**src/rtl/ram_word_loader.sv**
```systemverilog
// ram_word_loader: builds words from a narrow switch bus, stores them in an
// internal sync RAM, reads single words back and sums the whole memory.
//   clk, reset      : system clock, async active-high reset
//   switches        : data chunk for load, address for read
//   key_n[3:0]      : active-low keys {sweep, read, write, load}
//   addr, stage     : RAM address pointer, staging register
//   rd_data         : last word read back
//   checksum        : result of last sweep
//   busy, done      : sweep in progress, sweep-complete pulse
module ram_word_loader #(
  parameter int DATA_W = 32,
  parameter int DEPTH  = 64,
  parameter int ADDR_W = 6,
  parameter int IN_W   = 10
) (
  input  logic              clk,
  input  logic              reset,
  input  logic [IN_W-1:0]   switches,
  input  logic [3:0]        key_n,
  output logic [ADDR_W-1:0] addr,
  output logic [DATA_W-1:0] stage,
  output logic [DATA_W-1:0] rd_data,
  output logic [DATA_W-1:0] checksum,
  output logic              busy,
  output logic              done
);

  typedef enum logic [2:0] {
    S_IDLE,
    S_READ_WAIT,
    S_SWEEP,
    S_SWEEP_TAIL,
    S_DONE
  } state_e;

  state_e            state_q, state_d;
  logic [3:0]        sync1_q, sync2_q;
  logic [3:0]        hist0_q, hist1_q;
  logic [3:0]        stb;
  logic [ADDR_W-1:0] addr_q, addr_d;
  logic [ADDR_W-1:0] cnt_q, cnt_d;
  logic [ADDR_W-1:0] raddr;
  logic [DATA_W-1:0] stage_q, stage_d;
  logic [DATA_W-1:0] rd_q, rd_d;
  logic [DATA_W-1:0] sum_q, sum_d;
  logic [DATA_W-1:0] ram_q;
  logic              busy_q, busy_d;
  logic              done_q, done_d;
  logic              we;
  logic [DATA_W-1:0] mem [DEPTH];

  // A strobe needs the two previous synchronised samples high, so a
  // held key fires once and a re-press needs a real release first.
  always_ff @(posedge clk or posedge reset) begin
    if (reset) begin
      sync1_q <= '1;
      sync2_q <= '1;
      hist0_q <= '1;
      hist1_q <= '1;
    end else begin
      sync1_q <= key_n;
      sync2_q <= sync1_q;
      hist0_q <= sync2_q;
      hist1_q <= hist0_q;
    end
  end

  assign stb = hist1_q & hist0_q & ~sync2_q;

  always_comb begin
    state_d = state_q;
    addr_d  = addr_q;
    cnt_d   = cnt_q;
    stage_d = stage_q;
    rd_d    = rd_q;
    sum_d   = sum_q;
    busy_d  = busy_q;
    done_d  = 1'b0;
    we      = 1'b0;
    raddr   = cnt_q;
    unique case (state_q)
      S_IDLE: begin
        raddr = switches[ADDR_W-1:0];
        if (stb[0]) begin
          stage_d = (stage_q << IN_W) | DATA_W'(switches);
        end else if (stb[1]) begin
          we     = 1'b1;
          addr_d = addr_q + ADDR_W'(1);
        end else if (stb[2]) begin
          addr_d  = switches[ADDR_W-1:0];
          state_d = S_READ_WAIT;
        end else if (stb[3]) begin
          // Word 0 is fetched on the strobe edge, so the
          // counter starts on the next address.
          raddr   = '0;
          cnt_d   = ADDR_W'(1);
          sum_d   = '0;
          busy_d  = 1'b1;
          state_d = S_SWEEP;
        end
      end
      S_READ_WAIT: begin
        rd_d    = ram_q;
        state_d = S_IDLE;
      end
      S_SWEEP: begin
        sum_d = sum_q + ram_q;
        cnt_d = cnt_q + ADDR_W'(1);
        if (cnt_q == ADDR_W'(DEPTH - 1)) begin
          state_d = S_SWEEP_TAIL;
        end
      end
      S_SWEEP_TAIL: begin
        sum_d   = sum_q + ram_q;
        done_d  = 1'b1;
        state_d = S_DONE;
      end
      S_DONE: begin
        busy_d  = 1'b0;
        state_d = S_IDLE;
      end
      default: state_d = S_IDLE;
    endcase
  end

  always_ff @(posedge clk or posedge reset) begin
    if (reset) begin
      state_q <= S_IDLE;
      addr_q  <= '0;
      cnt_q   <= '0;
      stage_q <= '0;
      rd_q    <= '0;
      sum_q   <= '0;
      busy_q  <= 1'b0;
      done_q  <= 1'b0;
    end else begin
      state_q <= state_d;
      addr_q  <= addr_d;
      cnt_q   <= cnt_d;
      stage_q <= stage_d;
      rd_q    <= rd_d;
      sum_q   <= sum_d;
      busy_q  <= busy_d;
      done_q  <= done_d;
    end
  end

  // Memory is deliberately left out of reset.
  always_ff @(posedge clk) begin
    if (we) begin
      mem[addr_q] <= stage_q;
    end
    ram_q <= mem[raddr];
  end

  assign addr     = addr_q;
  assign stage    = stage_q;
  assign rd_data  = rd_q;
  assign checksum = sum_q;
  assign busy     = busy_q;
  assign done     = done_q;

endmodule

```
**config.mk**
```make
export PLATFORM = sky130hd
export DESIGN_NAME = ram_word_loader
export DESIGN_NICKNAME = d
export VERILOG_FILES = /design/src/rtl/ram_word_loader.sv
export SDC_FILE = /design/constraint.sdc
export NUM_CORES = 2
export LEC_CHECK = 0
export CORE_ASPECT_RATIO = 0.8
export CORE_MARGIN = 10
export CORE_UTILIZATION = 56
export DETAILED_ROUTE_END_ITERATION = 16
export MAX_ROUTING_LAYER = met4
export PLACE_DENSITY = 0.75
export SYNTH_ARGS = -nofsm -noshare
export SYNTH_HDL_FRONTEND = slang
export SYNTH_SLANG_ARGS = --single-unit
```
**constraint.sdc**
```tcl
create_clock -name clk -period 4.5 [get_ports clk]
set_clock_uncertainty 0.15 [all_clocks]
set_input_delay 0.9 -clock clk [delete_from_list [all_inputs] [get_ports clk]]
set_output_delay 0.9 -clock clk [all_outputs]
set_load 0.005 [all_outputs]
```
==> results.json <==
{
  "htree_num_levels": 4,
  "syn-cell-area_mm2": 0.0872,
  "gr-total-overflow": 0,
  "timing.critical_path.required_ps": 5150,
  "ir_drop_mv": 0.476,
  "yosysUniqueCellTypes": 79,
  "ff2ff_path_depth": 11,
  "run_status": "finished with violations",
  "failing_checks": "capacitance limit, slew limit, setup timing",
  "tritoncts.num_buffers": 200,
  "fin_crit_sh_pct": 101,
  "gpl.final_weighted_congestion": 0.961,
  "clock_root_buffer_master": "clkbuf_16",
  "die_x_um": 461,
  "min-delay-start": "sync1_q[1]",
  "rsz0062_at_grt": "no",
  "synth_sequential_area_ratio_pct": 75.0,
  "stdcell_count": 8898,
  "tritoncts": "yes",
  "synth-seq-cells": 2209,
  "via_count_of_the_first_global_routing_pass": 55800,
  "slew_headroom_pct": -4.33,
  "cts_hold_buffers_added": 0,
  "count_of_flip_flops_with_a_built_in_enable_after_synthesis": 2048,
  "layout.nets": 6727,
  "clock_tree_buffer_depth": 3,
  "final.min_clock_period_ps": 4570,
  "report.final.setup_viol": 1,
  "cp.arrival_ps": 5220,
  "routed_via_density": 6.61,
  "hold_viol": 0,
  "synth_largest_type_area_fraction_pct": 70.6,
  "switching_power_mw": 27.5,
  "synthesis.instances": 6310,
  "worstHoldPathCells": 0,
  "area_delta_synth_final_pct": 15.1,
  "setup.worst_path.start": "sync2_q[0]",
  "final_common_cell": "edfxtp_1",
  "hold-worst-slack_ps": 206,
  "die_height_um": 373,
  "crit_fanout": 34,
  "worst-setup-path-type": "flop to flop",
  "dpl-instance-area_mm2": 0.0938,
  "worst_setup_hold_path_clk_slew_ps": 70,
  "boundaryPins": 120,
  "setup_tns_ps": -65.7,
  "drt_iter0_drc": 10500,
  "power_switching_share_pct": 38.6,
  "pwr_density_cell_mw_per_mm2": 710,
  "numClockSinks": 2209,
  "drv.max_cap_violation_count": 1,
  "end_kind": "flop",
  "core_area_mm2": 0.155,
  "post_drt_wl_per_cell_um": 31.9,
  "final_cell_area_mm2": 0.100,
  "start_util_pct": 56.4,
  "synth_ff_type": "edfxtp_1",
  "power.static_leakage_nw": 34.7,
  "final_max_slew_viol_count": 2,
  "regToRegStartpoint": "sync2_q[0]",
  "total_power_mw": 71.3,
  "power.internal_mw": 43.7,
  "io_buffers": 119,
  "ranking_of_synthesized_cells_by_area": "edfxtp_1 71%, nand2_1 7.4%, nand3_1 4.8%, dfrtp_1 3.2%, mux4_2 2.4%",
  "grt_pass1_wl_mm": 402,
  "total_number_of_placement_rows": 129,
  "layout-drive-gt1-share_pct": 14.8,
  "seq_power_share_pct": 38.0,
  "route.detailed.drc": 0,
  "grt_max_degree": 67,
  "insertion_delay_ps": 870,
  "synthesis.area_per_instance_um2": 13.8,
  "detailedPlacementHpwl_mm": 172,
  "via_count": 58800,
  "final_cell_mix": "2048 x edfxtp_1, 1711 x nand2_1, 841 x nand3_1",
  "number_of_antenna_violations_at_the_first_check_in_global_routing": 20,
  "p_comb_share_pct": 38.4,
  "area_of_the_die_mm2": 0.172,
  "grtUsageTotal_pct": 33.3,
  "worstHoldPathType": "flop to flop",
  "netlist.top_cell.by_area": "edfxtp_1",
  "ant_nets": 0,
  "crit_path_start_kind": "flop",
  "placed_insts": 8497,
  "fin_ws_ps": -65.7,
  "share_of_flip_flops_with_an_asynchronous_set_or_reset_pct": 5.84,
  "tightestPinTransition_ps": 1550,
  "routed_wirelength_mm": 284,
  "power.share.clock_pct": 23.6,
  "ys.warnings.count": 0,
  "synth.net_count": 6360,
  "achievable-frequency_mhz": 219,
  "dr.pass1.iters": 8
}
## cells in the mapped netlist (48+ instances only)
library cell  instances
buf_2               171
clkbuf_1            109
nand3_1             841
a21oi_1             236
mux2_2               64
nor2_1              136
a31oi_1              79
o21ai_0              66
nand4_1              61
mux4_2               92
nand2_1            1711
buf_4                53
edfxtp_1           2048
and3_1               48
dfrtp_1             113
## repair_timing
| item | CTS | global route |
|---|---|---|
| cloned | 0 | 0 |
| endpoints found under the setup margin | 5 | 3 |
| pin swaps | 1 | 3 |
| buffers inserted | 5 | 4 |
| gates resized for setup | 3 | 2 |
## path summary, 6_finish.rpt
kind | end | slack [ps]
worst min-delay path | sync2_q[1] | 210
worst max register to register | ram_q[19] | -70
max in group asynchronous | hist1_q[1] | 3090
worst max-delay path | ram_q[19] | -70
min in group asynchronous | busy | 350
worst min register to register | sync2_q[1] | 210
## metal layers
layer  vias up  GRT usage [%]  share of wire (%)
met5         -              -                  0
met4         0           15.2                5.6
met3       976           13.4                 18
met2      5008           45.0                 42
met1     28700           44.1                 35
li1      24100              -                  -
## critical path: stages (launching register included)
cell      delay [ps]
dfstp_2          550
nand3b_1         240
and4_4           380
o21a_4           350
buf_4            210
buf_12           320
buf_4            340
nand2_1          100
a32oi_1          200
nand4_1          170
o31ai_1         1250
a211o_1          210
## power groups by stage
stage | Sequential, mW | Combinational, mW | Clock (mW)
6_report | 27.1 | 27.3 | 16.9
3_3_place_gp | 27.4 | 25.6 | 0
5_1_grt | 27.1 | 28.6 | 17.7
2_1_floorplan | 28.0 | 13.2 | 0
4_1_cts | 27.0 | 26.4 | 16.9
3_5_place_dp | 27.4 | 26.1 | 0
## logic make-up after synthesis
group,synth area share (%)
xor+xnor,0.291
flops,75.0
mux,3.58
buf+inv,2.16
simple gates,14.6
fa+ha+maj,0.497
compound gates,3.87
## flip-flops by register name, indices dropped and copies added, names as in the netlist
register,flops
done,1
busy,1
stage,32
hist0_q,4
hist1_q,4
sync1_q,4
addr,6
rd_data,32
state_q,3
cnt_q,6
checksum,32
mem,2048
ram_q,32
sync2_q,4
## metrics by stage
stage | util, % | setup slack, ps
after detailed placement | 60.6 | -738
after CTS | 64.8 | 67.5
final | 64.9 | -65.7
after global routing | 64.9 | 44.7
after global placement | 60.6 | -717
after floorplan | - | 35.5
## cell type report
class                      instances  area [µm²]
sequential                      2209       65400
fill                           10600       54300
multi-input combinational       3724       20600
clock buffer                     265        5450
timing repair buffer             530        5290
tap                             2030        2540
clock inverter                   107         947
antenna                           21        52.6
inverter                          12        50.0
No activity file was read; power rests on OpenSTA's default activity.
